--- config.mk ---
export PLATFORM = sky130hd
export DESIGN_NAME = uart_operand_link
export DESIGN_NICKNAME = d
export VERILOG_FILES = /design/src/rtl/uart_operand_link.sv
export SDC_FILE = /design/constraint.sdc
export NUM_CORES = 1
export LEC_CHECK = 0
export BUFFER_PORTS_ARGS = -buffer_cell sky130_fd_sc_hd__buf_4
export CORE_UTILIZATION = 60
export CTS_CLUSTER_DIAMETER = 150
export CTS_CLUSTER_SIZE = 30
export DETAILED_ROUTE_END_ITERATION = 10
export PLACE_DENSITY = 0.85
export SLEW_MARGIN = 20
export SYNTH_ARGS = -nofsm -noshare
export SYNTH_HDL_FRONTEND = slang
export SYNTH_SLANG_ARGS = --single-unit
--- constraint.sdc ---
create_clock -name clk -period 2.84 [get_ports clk]
set_clock_uncertainty 0.2 [all_clocks]
set_input_delay 0.142 -clock clk [delete_from_list [all_inputs] [get_ports clk]]
set_output_delay 0.142 -clock clk [all_outputs]
set_load 0.03 [all_outputs]
--- src/rtl/uart_operand_link.sv ---
// ---------------------------------------------------------------------------
// uart_operand_link
//
// A UART link that connects the host serial line to the peripheral bank.
//   RX: receives two 8N1 bytes on din, presents them as operands a/b, and
//       raises ready once a complete pair has arrived.
//   TX: sends the 8-bit result as one 8N1 frame on dout each time tx_en
//       rises. tx_en and result are registers in the CPU clock domain.
//
// Ports
//   clk      in   peripheral clock
//   reset_n  in   asynchronous active-low reset
//   din      in   serial RX line, idle high, asynchronous
//   result   in   [7:0] byte to transmit, stable while tx_en is high
//   tx_en    in   transmit request level; each rising edge sends one frame
//   dout     out  serial TX line, idle high
//   a        out  [7:0] first byte of the last complete pair
//   b        out  [7:0] second byte of the last complete pair
//   ready    out  a/b hold a fresh, complete pair
//
// Parameters
//   CLKS_PER_BIT  clk cycles per UART bit (4..65535)
//   SYNC_STAGES   synchroniser depth for din and tx_en (2..3)
// ---------------------------------------------------------------------------
module uart_operand_link #(
    parameter int CLKS_PER_BIT = 5208,
    parameter int SYNC_STAGES  = 2
) (
    input  logic       clk,
    input  logic       reset_n,
    input  logic       din,
    input  logic [7:0] result,
    input  logic       tx_en,
    output logic       dout,
    output logic [7:0] a,
    output logic [7:0] b,
    output logic       ready
);

    typedef enum logic [1:0] {
        ST_IDLE  = 2'd0,
        ST_START = 2'd1,
        ST_DATA  = 2'd2,
        ST_STOP  = 2'd3
    } uart_state_t;

    // Down-counter reload values. RX waits half a bit after the falling edge
    // so every later sample lands mid-bit.
    localparam logic [15:0] FULL_M1 = 16'(CLKS_PER_BIT - 1);
    localparam logic [15:0] HALF_M1 = 16'(CLKS_PER_BIT / 2 - 1);

    // -----------------------------------------------------------------------
    // Synchronisers
    // -----------------------------------------------------------------------
    logic [SYNC_STAGES-1:0] r_din_sync;
    logic [SYNC_STAGES-1:0] r_tx_en_sync;
    logic                   r_tx_en_prev;
    logic                   w_din_s;
    logic                   w_tx_s;
    logic                   w_tx_rise;

    // NOTE: the din chain resets to 1 (line idle); resetting it to 0 would
    // look like a start bit on the first cycle after reset.
    always_ff @(posedge clk or negedge reset_n) begin
        if (!reset_n) begin
            r_din_sync   <= '1;
            r_tx_en_sync <= '0;
            r_tx_en_prev <= 1'b0;
        end else begin
            // NOTE: sequential state uses non-blocking assignments so every
            // flop samples pre-edge values regardless of statement order.
            r_din_sync   <= {r_din_sync[SYNC_STAGES-2:0], din};
            r_tx_en_sync <= {r_tx_en_sync[SYNC_STAGES-2:0], tx_en};
            r_tx_en_prev <= w_tx_s;
        end
    end

    assign w_din_s   = r_din_sync[SYNC_STAGES-1];
    assign w_tx_s    = r_tx_en_sync[SYNC_STAGES-1];
    assign w_tx_rise = w_tx_s & ~r_tx_en_prev;

    // -----------------------------------------------------------------------
    // RX path
    // -----------------------------------------------------------------------
    uart_state_t r_rx_state, w_rx_state_nxt;
    logic [15:0] r_rx_cnt,   w_rx_cnt_nxt;
    logic [2:0]  r_rx_bit,   w_rx_bit_nxt;
    logic [7:0]  r_rx_shift, w_rx_shift_nxt;
    logic [7:0]  r_a,        w_a_nxt;
    logic [7:0]  r_b,        w_b_nxt;
    logic        r_idx,      w_idx_nxt;
    logic        r_ready,    w_ready_nxt;
    logic        w_first_done;
    logic        w_pair_done;

    always_comb begin
        // NOTE: every output of this block gets a default first, so no path
        // leaves a variable unassigned and no latch is inferred.
        w_rx_state_nxt = r_rx_state;
        w_rx_cnt_nxt   = r_rx_cnt;
        w_rx_bit_nxt   = r_rx_bit;
        w_rx_shift_nxt = r_rx_shift;
        w_a_nxt        = r_a;
        w_b_nxt        = r_b;
        w_idx_nxt      = r_idx;
        w_first_done   = 1'b0;
        w_pair_done    = 1'b0;

        case (r_rx_state)
            ST_IDLE: begin
                if (!w_din_s) begin
                    w_rx_cnt_nxt   = HALF_M1;
                    w_rx_state_nxt = ST_START;
                end
            end
            ST_START: begin
                if (r_rx_cnt == 16'd0) begin
                    if (w_din_s) begin
                        // Line went back high before mid-bit: glitch.
                        w_rx_state_nxt = ST_IDLE;
                    end else begin
                        w_rx_cnt_nxt   = FULL_M1;
                        w_rx_bit_nxt   = 3'd0;
                        w_rx_state_nxt = ST_DATA;
                    end
                end else begin
                    w_rx_cnt_nxt = r_rx_cnt - 16'd1;
                end
            end
            ST_DATA: begin
                if (r_rx_cnt == 16'd0) begin
                    // LSB arrives first, so shift in from the top.
                    w_rx_shift_nxt = {w_din_s, r_rx_shift[7:1]};
                    w_rx_cnt_nxt   = FULL_M1;
                    if (r_rx_bit == 3'd7) begin
                        w_rx_state_nxt = ST_STOP;
                    end else begin
                        w_rx_bit_nxt = r_rx_bit + 3'd1;
                    end
                end else begin
                    w_rx_cnt_nxt = r_rx_cnt - 16'd1;
                end
            end
            ST_STOP: begin
                if (r_rx_cnt == 16'd0) begin
                    // Leaving at mid-stop lets a back-to-back start bit be
                    // seen on the very next cycle.
                    w_rx_state_nxt = ST_IDLE;
                    if (w_din_s) begin
                        if (!r_idx) begin
                            w_a_nxt      = r_rx_shift;
                            w_idx_nxt    = 1'b1;
                            w_first_done = 1'b1;
                        end else begin
                            w_b_nxt     = r_rx_shift;
                            w_idx_nxt   = 1'b0;
                            w_pair_done = 1'b1;
                        end
                    end
                    // Stop bit low: framing error, byte dropped silently.
                end else begin
                    w_rx_cnt_nxt = r_rx_cnt - 16'd1;
                end
            end
            default: w_rx_state_nxt = ST_IDLE;
        endcase
    end

    // A completed pair wins over a simultaneous tx_en rise; otherwise the
    // first byte of a new pair or any tx_en rise retires the old pair.
    always_comb begin
        w_ready_nxt = r_ready;
        if (w_pair_done) begin
            w_ready_nxt = 1'b1;
        end else if (w_first_done || w_tx_rise) begin
            w_ready_nxt = 1'b0;
        end
    end

    always_ff @(posedge clk or negedge reset_n) begin
        if (!reset_n) begin
            r_rx_state <= ST_IDLE;
            r_rx_cnt   <= 16'd0;
            r_rx_bit   <= 3'd0;
            r_rx_shift <= 8'd0;
            r_a        <= 8'd0;
            r_b        <= 8'd0;
            r_idx      <= 1'b0;
            r_ready    <= 1'b0;
        end else begin
            r_rx_state <= w_rx_state_nxt;
            r_rx_cnt   <= w_rx_cnt_nxt;
            r_rx_bit   <= w_rx_bit_nxt;
            r_rx_shift <= w_rx_shift_nxt;
            r_a        <= w_a_nxt;
            r_b        <= w_b_nxt;
            r_idx      <= w_idx_nxt;
            r_ready    <= w_ready_nxt;
        end
    end

    // -----------------------------------------------------------------------
    // TX path
    // -----------------------------------------------------------------------
    uart_state_t r_tx_state, w_tx_state_nxt;
    logic [15:0] r_tx_cnt,   w_tx_cnt_nxt;
    logic [2:0]  r_tx_bit,   w_tx_bit_nxt;
    logic [7:0]  r_tx_shift, w_tx_shift_nxt;
    logic        r_dout,     w_dout_nxt;

    always_comb begin
        w_tx_state_nxt = r_tx_state;
        w_tx_cnt_nxt   = r_tx_cnt;
        w_tx_bit_nxt   = r_tx_bit;
        w_tx_shift_nxt = r_tx_shift;
        w_dout_nxt     = r_dout;

        case (r_tx_state)
            ST_IDLE: begin
                w_dout_nxt = 1'b1;
                // Rises seen in any other state are dropped, not queued.
                if (w_tx_rise) begin
                    w_tx_shift_nxt = result;
                    w_dout_nxt     = 1'b0;
                    w_tx_cnt_nxt   = FULL_M1;
                    w_tx_state_nxt = ST_START;
                end
            end
            ST_START: begin
                if (r_tx_cnt == 16'd0) begin
                    w_dout_nxt     = r_tx_shift[0];
                    w_tx_bit_nxt   = 3'd0;
                    w_tx_cnt_nxt   = FULL_M1;
                    w_tx_state_nxt = ST_DATA;
                end else begin
                    w_tx_cnt_nxt = r_tx_cnt - 16'd1;
                end
            end
            ST_DATA: begin
                if (r_tx_cnt == 16'd0) begin
                    w_tx_cnt_nxt = FULL_M1;
                    if (r_tx_bit == 3'd7) begin
                        w_dout_nxt     = 1'b1;
                        w_tx_state_nxt = ST_STOP;
                    end else begin
                        w_tx_shift_nxt = r_tx_shift >> 1;
                        w_dout_nxt     = r_tx_shift[1];
                        w_tx_bit_nxt   = r_tx_bit + 3'd1;
                    end
                end else begin
                    w_tx_cnt_nxt = r_tx_cnt - 16'd1;
                end
            end
            ST_STOP: begin
                if (r_tx_cnt == 16'd0) begin
                    w_tx_state_nxt = ST_IDLE;
                end else begin
                    w_tx_cnt_nxt = r_tx_cnt - 16'd1;
                end
            end
            default: begin
                w_dout_nxt     = 1'b1;
                w_tx_state_nxt = ST_IDLE;
            end
        endcase
    end

    always_ff @(posedge clk or negedge reset_n) begin
        if (!reset_n) begin
            r_tx_state <= ST_IDLE;
            r_tx_cnt   <= 16'd0;
            r_tx_bit   <= 3'd0;
            r_tx_shift <= 8'd0;
            r_dout     <= 1'b1;
        end else begin
            r_tx_state <= w_tx_state_nxt;
            r_tx_cnt   <= w_tx_cnt_nxt;
            r_tx_bit   <= w_tx_bit_nxt;
            r_tx_shift <= w_tx_shift_nxt;
            r_dout     <= w_dout_nxt;
        end
    end

    assign dout  = r_dout;
    assign a     = r_a;
    assign b     = r_b;
    assign ready = r_ready;

endmodule

# Word level (Yosys, flattened, before mapping)
# Cells that the tools add are included.
# op_classes
n_bitwise,3
eq_ne,24
add_sub_neg,4
reduce_logical,23
muxes,51
# op_table
cell,count
2-to-1 mux 16 bit,8
case mux 16 bit (4 select lines),1
case mux 16 bit (3 select lines),1
zero test 16 bit,2
subtractor 16 x 1 -> 16 bit (second input constant),2
!= test 2 bit (second input constant),15
2-to-1 mux 8 bit,3
2-to-1 mux 2 bit,11
2-to-1 mux 3 bit,7
case mux 2 bit (4 select lines),2
case mux 8 bit (2 select lines),1
AND reduction 4 bit,4
AND reduction 5 bit,3
2-to-1 mux 1 bit,14
case mux 3 bit (2 select lines),2
AND reduction 3 bit,3
== test 2 bit (second input constant),4
nonzero test 2 bit,4
adder 3 x 1 -> 3 bit (second input constant),2
== test 3 bit (second input constant),2
== test 2 x 1 -> 1 bit (second input constant),2
zero test 2 bit,2
AND reduction 2 bit,2
!= test 3 bit (second input constant),1
other kinds (6),7
# totals
regBits,82
input_bits,12
word_cells,121

# Logic depth before layout (Yosys ltp)
# Gate-level depths: netlist of run 1.
# logic_depth
depth_word,7
mapped_depth,10

# Least setup slack after synthesis of run 1
# OpenSTA, ideal clock, no wires.
# synth_timing
kind,register to register
from,register r_rx_cnt[0]
to,register r_rx_bit[0]
setup_time_ns,0.125
t_required_ns,2.515
path_stages_with_launch,9
path_buffers,1
t_arrival_ns,2.048
period_less_slack_ns,2.372
setup_slack_ns,0.468
path_cell_list,dfrtp_1 inv_1 ha_1 nor4b_2 and4_1 buf_2 nand2_2 a211oi_2 mux2_2
# synth_via
elab_chain_cells,3
word_cells_on_any_way,4
classes_between,eq/ne: 2; reduce/logical: 2
# synth_lines
item,line,text
from (decl),86,"logic [15:0] r_rx_cnt, w_rx_cnt_nxt;"
from (signal assigned),192,r_rx_cnt <= w_rx_cnt_nxt;
zero test 16 bit *,"117, 131",
!= test 2 bit (no source line),n/a,
AND reduction 5 bit (no source line) *,n/a,
to (signal assigned),193,r_rx_bit <= w_rx_bit_nxt;
to (decl),87,"logic [2:0] r_rx_bit, w_rx_bit_nxt;"
# Mark *: on every way between the ends. The rest lies on a longest branch, timed or not.
# A chain may end at the register's enable or synchronous reset.

# Final worst setup path of run 1
# layout_timing
from,register r_rx_cnt[0]
to,"register r_a[3], in the netlist a[3]"
# layout_via
elab_chain_cells,2
# layout_lines
item,line,text
zero test 16 bit,145,if (r_rx_cnt == 16'd0) begin
AND reduction 4 bit (no source line),n/a,
to (signal assigned),195,r_a <= w_a_nxt;
to (decl),89,"logic [7:0] r_a, w_a_nxt;"
# No other way between the ends.

==> impl_metrics.json, run 1 <==
{
  "fmax_mhz": 398,
  "p_per_area_nw_per_um2": 762,
  "rows": 30,
  "path_delay_family": "simple AND/OR/NAND/NOR gates",
  "crit_path_end_kind": "flop",
  "route.detailed.drc": 0,
  "synth-compound-area-share": 0.163,
  "drv_cap": 0,
  "grt_remaining_overflow": 0,
  "hp-class": "reg2reg",
  "r2r_start": "r_rx_cnt[0]",
  "grt_antenna_before_repair": 0,
  "setup-violations-final": 0,
  "clk_path_buf_depth": 2,
  "synth_top_family_by_area": "simple AND/OR/NAND/NOR gates",
  "synth_xor_area_frac": 0.0101,
  "post-route-period-util": 0.885,
  "cp.arrival_ns": 2.55,
  "fp.dieW_um": 86.8,
  "drive_gt1_frac": 0.236,
  "cp_slowest_cell": "dfrtp_1",
  "holdWs_ns": 0.155,
  "startpoint_type": "flop",
  "p_sw_mw": 1.29,
  "antenna_cells": 0,
  "power_mw": 3.81,
  "final_util": 0.728,
  "grt_pass1_wl_mm": 15.9,
  "cp_slowest_stage_delay_ns": 0.43,
  "p_leak_nw": 2.32,
  "finalHoldViolCount": 0,
  "syn_to_final_growth_pct": 15.8,
  "timing.rr.end": "a[3]",
  "worstHoldPathCells": 0,
  "grt_pass1_vias": 3512,
  "final_common_cell": "dfrtp_1",
  "cts_tree": "built",
  "root_buffer": "clkbuf_8",
  "hold_end": "r_tx_en_sync[1]",
  "ys_ff_latch": 82,
  "antenna_left": 0,
  "tightest_slew_ns": 0.728,
  "num-nets-final": 479,
  "via_count": 3356,
  "p_int_mw": 2.52,
  "fillers": 466,
  "cts_buffers": 9,
  "power.share.switching": 0.338,
  "num_io_pins": 30,
  "drt_first_pass_iters": 5,
  "r2r_setup_slack_ns": 0.33,
  "cp.buffers_inverters": 1,
  "status": "finished, final reports clean",
  "die_h_um": 86.8,
  "synthArstFlopShare": 1.00,
  "synth_seq_area_share": 0.476,
  "synth_nets": 432,
  "routed_wirelength_mm": 9.27,
  "synth_edf_count": 0,
  "path_clk_slew_ns": 0.08,
  "min_from": "r_tx_en_sync[0]",
  "combPwrFrac": 0.353,
  "grt_max_degree": 83,
  "crit_type": "reg2reg",
  "place_congestion": 0.875,
  "path_cells": "inv_1 -> ha_1 -> nor4b_2 -> and4_1 -> nand2_2 -> nor3_4 -> mux2_1",
  "reg2reg_depth": 7,
  "synthAdderAreaFrac": 0.0435,
  "die-area_um2": 7540,
  "cts_sinks": 82,
  "synth_cell_types": 62,
  "drt_iter0_drc": 170,
  "irDropWorstVdd_mv": 0.462,
  "clockPowerShare": 0.250,
  "core_area_um2": 6870,
  "avgSynthCellArea_um2": 10.7,
  "avgRoutedWirePerCell_um": 16.8,
  "grt_usage": 0.273,
  "p_seq_frac": 0.398,
  "rsz0062_at_grt": "no",
  "cts_htree_levels": 3,
  "crit_path_max_fanout": 8,
  "synth_largest_area_cell": "dfrtp_1",
  "layout_common_cells": "79 x dfrtp_1, 42 x nor2_1, 37 x buf_4, 29 x o21ai_0, 27 x a21oi_1",
  "synth_mux_area_frac": 0.118,
  "maxSlewHeadroom": 0.515,
  "clock_latency_ns": 0.36,
  "cts_setup_buffers": 0,
  "synth_area_leaders": "dfrtp_1 46%, mux2_2 6.8%, ha_1 4.3%",
  "vias_per_cell": 6.07,
  "setup_tns_ns": 0,
  "synth-main-ff-cell": "dfrtp_1",
  "synth_top_area_frac": 0.458,
  "placed_area_um2": 4660,
  "crit_required_ns": 2.87,
  "period_minus_slack_ns": 2.51,
  "yosys_warnings": 0,
  "port_buffers": 29,
  "hpwl_mm": 6.22,
  "synthSimpleGateAreaFrac": 0.163,
  "initial_core_util": 0.629,
  "finalMaxSlewViolations": 0,
  "syn-cell-area_um2": 4320,
  "fin_area_um2": 5000,
  "syn_inst": 405
}
[cell type report]
class / instances / area (um2) / share of cell area
multi-input cells: 296 / 2150 / 0.429
inverters: 14 / 52.6 / 0.0105
well taps: 96 / 120 / 0.0240
flip-flops and latches: 82 / 2060 / 0.411
clock buffers: 12 / 155 / 0.0310
repair buffers: 49 / 399 / 0.0798
clock inverters: 4 / 73.8 / 0.0148
[power by group through the flow]
stage	Sequential, mW	Clock, mW	Combinational [mW]
after global placement	1.52	0	1.27
after global routing	1.54	1.02	1.50
after detailed placement	1.53	0	1.30
after floorplan	1.50	0	0.979
final	1.52	0.952	1.35
after CTS	1.51	0.975	1.32
[cell families after synthesis]
logic type                 Yosys count
and+or+nand+nor                    128
AOI/OAI and AO/OA                  105
adders and majority gates           15
muxes                               43
DFF                                 82
buffers and inverters               27
xor gates and xnor gates             5
[cells in the mapped netlist, drive strengths merged, types with 7 or more instances]
master / n
dfrtp: 79
nor2: 42
mux2: 41
o21ai: 29
a21oi: 27
nand2: 23
ha: 15
inv: 14
nor3: 14
a22o: 7
buf: 7
nand3: 7
or3: 7
[repair_timing]
item,4_1_cts,5_1_grt
resized for setup,0,0
hold endpoints to repair,89,0
hold buffers,11,0
[worst reg2reg max path, stage by stage, from the launching register on]
cell,delay [ns]
dfrtp_1,0.43
inv_1,0.08
ha_1,0.20
nor4b_2,0.31
and4_1,0.28
nand2_2,0.12
nor3_4,0.41
mux2_1,0.38
[per-layer routing]
layer  track usage  vias up  part of all wire
met3        0.0629       25             0.043
met5             0        -                 0
met1         0.324     1633              0.41
li1              -     1579                 -
met2         0.472      119              0.52
met4         0.126        0             0.024
[flip-flops by register name, indices dropped and copies added, names as in the netlist, named ones only]
signal / flops
r_rx_cnt: 16
r_tx_cnt: 16
a: 8
b: 8
r_rx_shift: 8
r_tx_shift: 8
r_rx_bit: 3
r_tx_bit: 3
r_din_sync: 2
r_tx_en_sync: 2
r_tx_state: 2
dout: 1
r_idx: 1
r_rx_state: 1
r_tx_en_prev: 1
ready: 1
[worst max-delay path by stage]
stage,startpoint,slack [ns],endpoint,depth (start not counted)
final,r_rx_cnt[0],0.33,a[3],7
after global routing,r_rx_cnt[0],0.14,a[3],7
after CTS,r_rx_cnt[0],0.31,a[3],7
after detailed placement,r_rx_cnt[0],0.35,a[5],7
after global placement,r_rx_cnt[0],0.43,a[5],7
after floorplan,r_rx_cnt[0],0.47,r_rx_bit[0],8
[through the flow]
stage,setup slack (ns),std cells
floorplan,0.468,405
global placement,0.435,526
detailed placement,0.349,526
CTS,0.314,553
global route,0.135,553
finish,0.325,553
Power figures use the tool's default switching activity.
==> run 2, diff against run 1 <==
--- a/config.mk
+++ b/config.mk
@@ -6,11 +6,12 @@
 export NUM_CORES = 1
 export LEC_CHECK = 0
 export BUFFER_PORTS_ARGS = -buffer_cell sky130_fd_sc_hd__buf_4
-export CORE_UTILIZATION = 60
+export CORE_UTILIZATION = 63
+export CTS_BUF_LIST = sky130_fd_sc_hd__clkbuf_8
 export CTS_CLUSTER_DIAMETER = 150
 export CTS_CLUSTER_SIZE = 30
 export DETAILED_ROUTE_END_ITERATION = 10
-export PLACE_DENSITY = 0.85
+export PLACE_DENSITY = 0.89
 export SLEW_MARGIN = 20
 export SYNTH_ARGS = -nofsm -noshare
 export SYNTH_HDL_FRONTEND = slang
==> impl_metrics.json, run 2 (synthesis results as in run 1) <==
{
  "drt_first_pass_iters": 8,
  "drive_gt1_frac": 0.240,
  "largestRegisters": "r_rx_cnt x16, r_tx_cnt x16",
  "timing.rr.end": "a[2]",
  "cts_setup_buffers": 0,
  "initial_core_util": 0.665,
  "min_from": "r_din_sync[0]",
  "grt_max_degree": 83,
  "num-nets-final": 480,
  "avgRoutedWirePerCell_um": 18.2,
  "crit_type": "reg2reg",
  "antenna_left": 0,
  "cts_htree_levels": 3,
  "reg2reg_depth": 7,
  "vias_per_cell": 6.39,
  "drv_cap": 0,
  "grt_pass1_wl_mm": 16.4,
  "die-area_um2": 7190,
  "hpwl_mm": 6.32,
  "root_buffer": "clkbuf_8",
  "finalHoldViolCount": 0,
  "dpl.cell_count": 508,
  "crit_path_end": "a[2]",
  "grt_remaining_overflow": 0,
  "holdWs_ns": 0.162,
  "fmax_mhz": 392,
  "p_leak_nw": 2.31,
  "place_congestion": 0.903,
  "rows": 29,
  "irDropWorstVdd_mv": 0.346,
  "setup-violations-final": 0,
  "use_met1": 0.360,
  "met2_usage": 0.498,
  "routed_wirelength_mm": 9.72,
  "post-route-period-util": 0.899,
  "grt-busiest-layer": "met2",
  "num_io_pins": 30,
  "placed_area_um2": 4640,
  "r2r_start": "r_rx_cnt[0]",
  "maxSlewHeadroom": 0.511,
  "layout_common_cells": "79 x dfrtp_1, 42 x nor2_1, 38 x buf_4, 29 x o21ai_0, 27 x a21oi_1",
  "grt_pass1_vias": 3457,
  "cp.arrival_ns": 2.61,
  "post-place-ws_ns": 0.316,
  "route.detailed.drc": 1,
  "status": "complete, but fails checks",
  "r2r_setup_slack_ns": 0.29,
  "crit_required_ns": 2.89,
  "drt_iter0_drc": 201,
  "startpoint": "r_rx_cnt[0]",
  "syn_to_final_growth_pct": 14.6,
  "cts_tree": "built",
  "die_h_um": 84.8,
  "crit_path_end_kind": "flop",
  "tightest_slew_ns": 0.733,
  "antenna_cells": 0,
  "worstHoldPathCells": 0,
  "path_clk_slew_ns": 0.10,
  "grt_usage": 0.292,
  "cts_buffers": 9,
  "core_area_um2": 6490,
  "power_mw": 3.72,
  "cts_sinks": 82,
  "fin_area_um2": 4950,
  "crit_path_max_fanout": 8,
  "startpoint_type": "flop",
  "fp.dieW_um": 84.8,
  "via_count": 3419,
  "timing.final.ws_setup_ns": 0.286,
  "hp-class": "reg2reg",
  "finalNonFillerCells": 535,
  "setup_tns_ns": 0,
  "final_util": 0.762,
  "gr-usage-met3": 0.0678,
  "failed_checks": "DRC",
  "grt_antenna_before_repair": 0,
  "port_buffers": 29,
  "p_per_area_nw_per_um2": 751,
  "rsz0062_at_grt": "no",
  "clk_path_buf_depth": 2,
  "clock_latency_ns": 0.38,
  "final_common_cell": "dfrtp_1",
  "period_minus_slack_ns": 2.55,
  "finalMaxSlewViolations": 0
}
## run 2: critical path, cell delays in order (launching register included)
cell and delay, ns:
dfrtp_1 0.44, inv_1 0.08, ha_1 0.20, nor4b_2 0.31, and4_1 0.28, nand2_2 0.12, nor3_4 0.42, mux2_1 0.38
## run 2: how the worst min path moves through the flow
stage / endpoint / slack, ns
global placement: r_din_sync[0] / 0.05
floorplan: async pin / -0.35
global route: r_din_sync[1] / 0.16
detailed placement: r_din_sync[0] / 0.05
CTS: r_din_sync[1] / 0.16
finish: r_din_sync[1] / 0.16
## run 2: final cells by class
cell class / instances / area (um2)
multi-input combinational: 296 / 2150
fill: 396 / 1550
tap: 77 / 96.3
clock inverter: 7 / 67.6
clock buffer: 9 / 124
sequential: 82 / 2060
inverter: 14 / 52.6
timing repair buffer: 50 / 407
## run 2: power breakdown
group / leakage (nW) / internal (mW) / switching, mW
registers: 1.04 / 1.35 / 0.165
logic: 1.17 / 0.629 / 0.749
clock network: 0.0944 / 0.340 / 0.487
## run 2: metal layers
layer  wire [um]  vias up  share of wire
li1            -     1589              -
met2        5160      112           0.53
met4         230        0          0.024
met5           0        -              0
met3         443       29          0.046
met1        3880     1689           0.40
## run 2: repair_timing
item                                    in CTS  in global routing
hold buffers                                11                  0
endpoints found under the setup margin       0                  0
endpoints found under the hold margin       89                  0
gates resized for setup                      0                  0
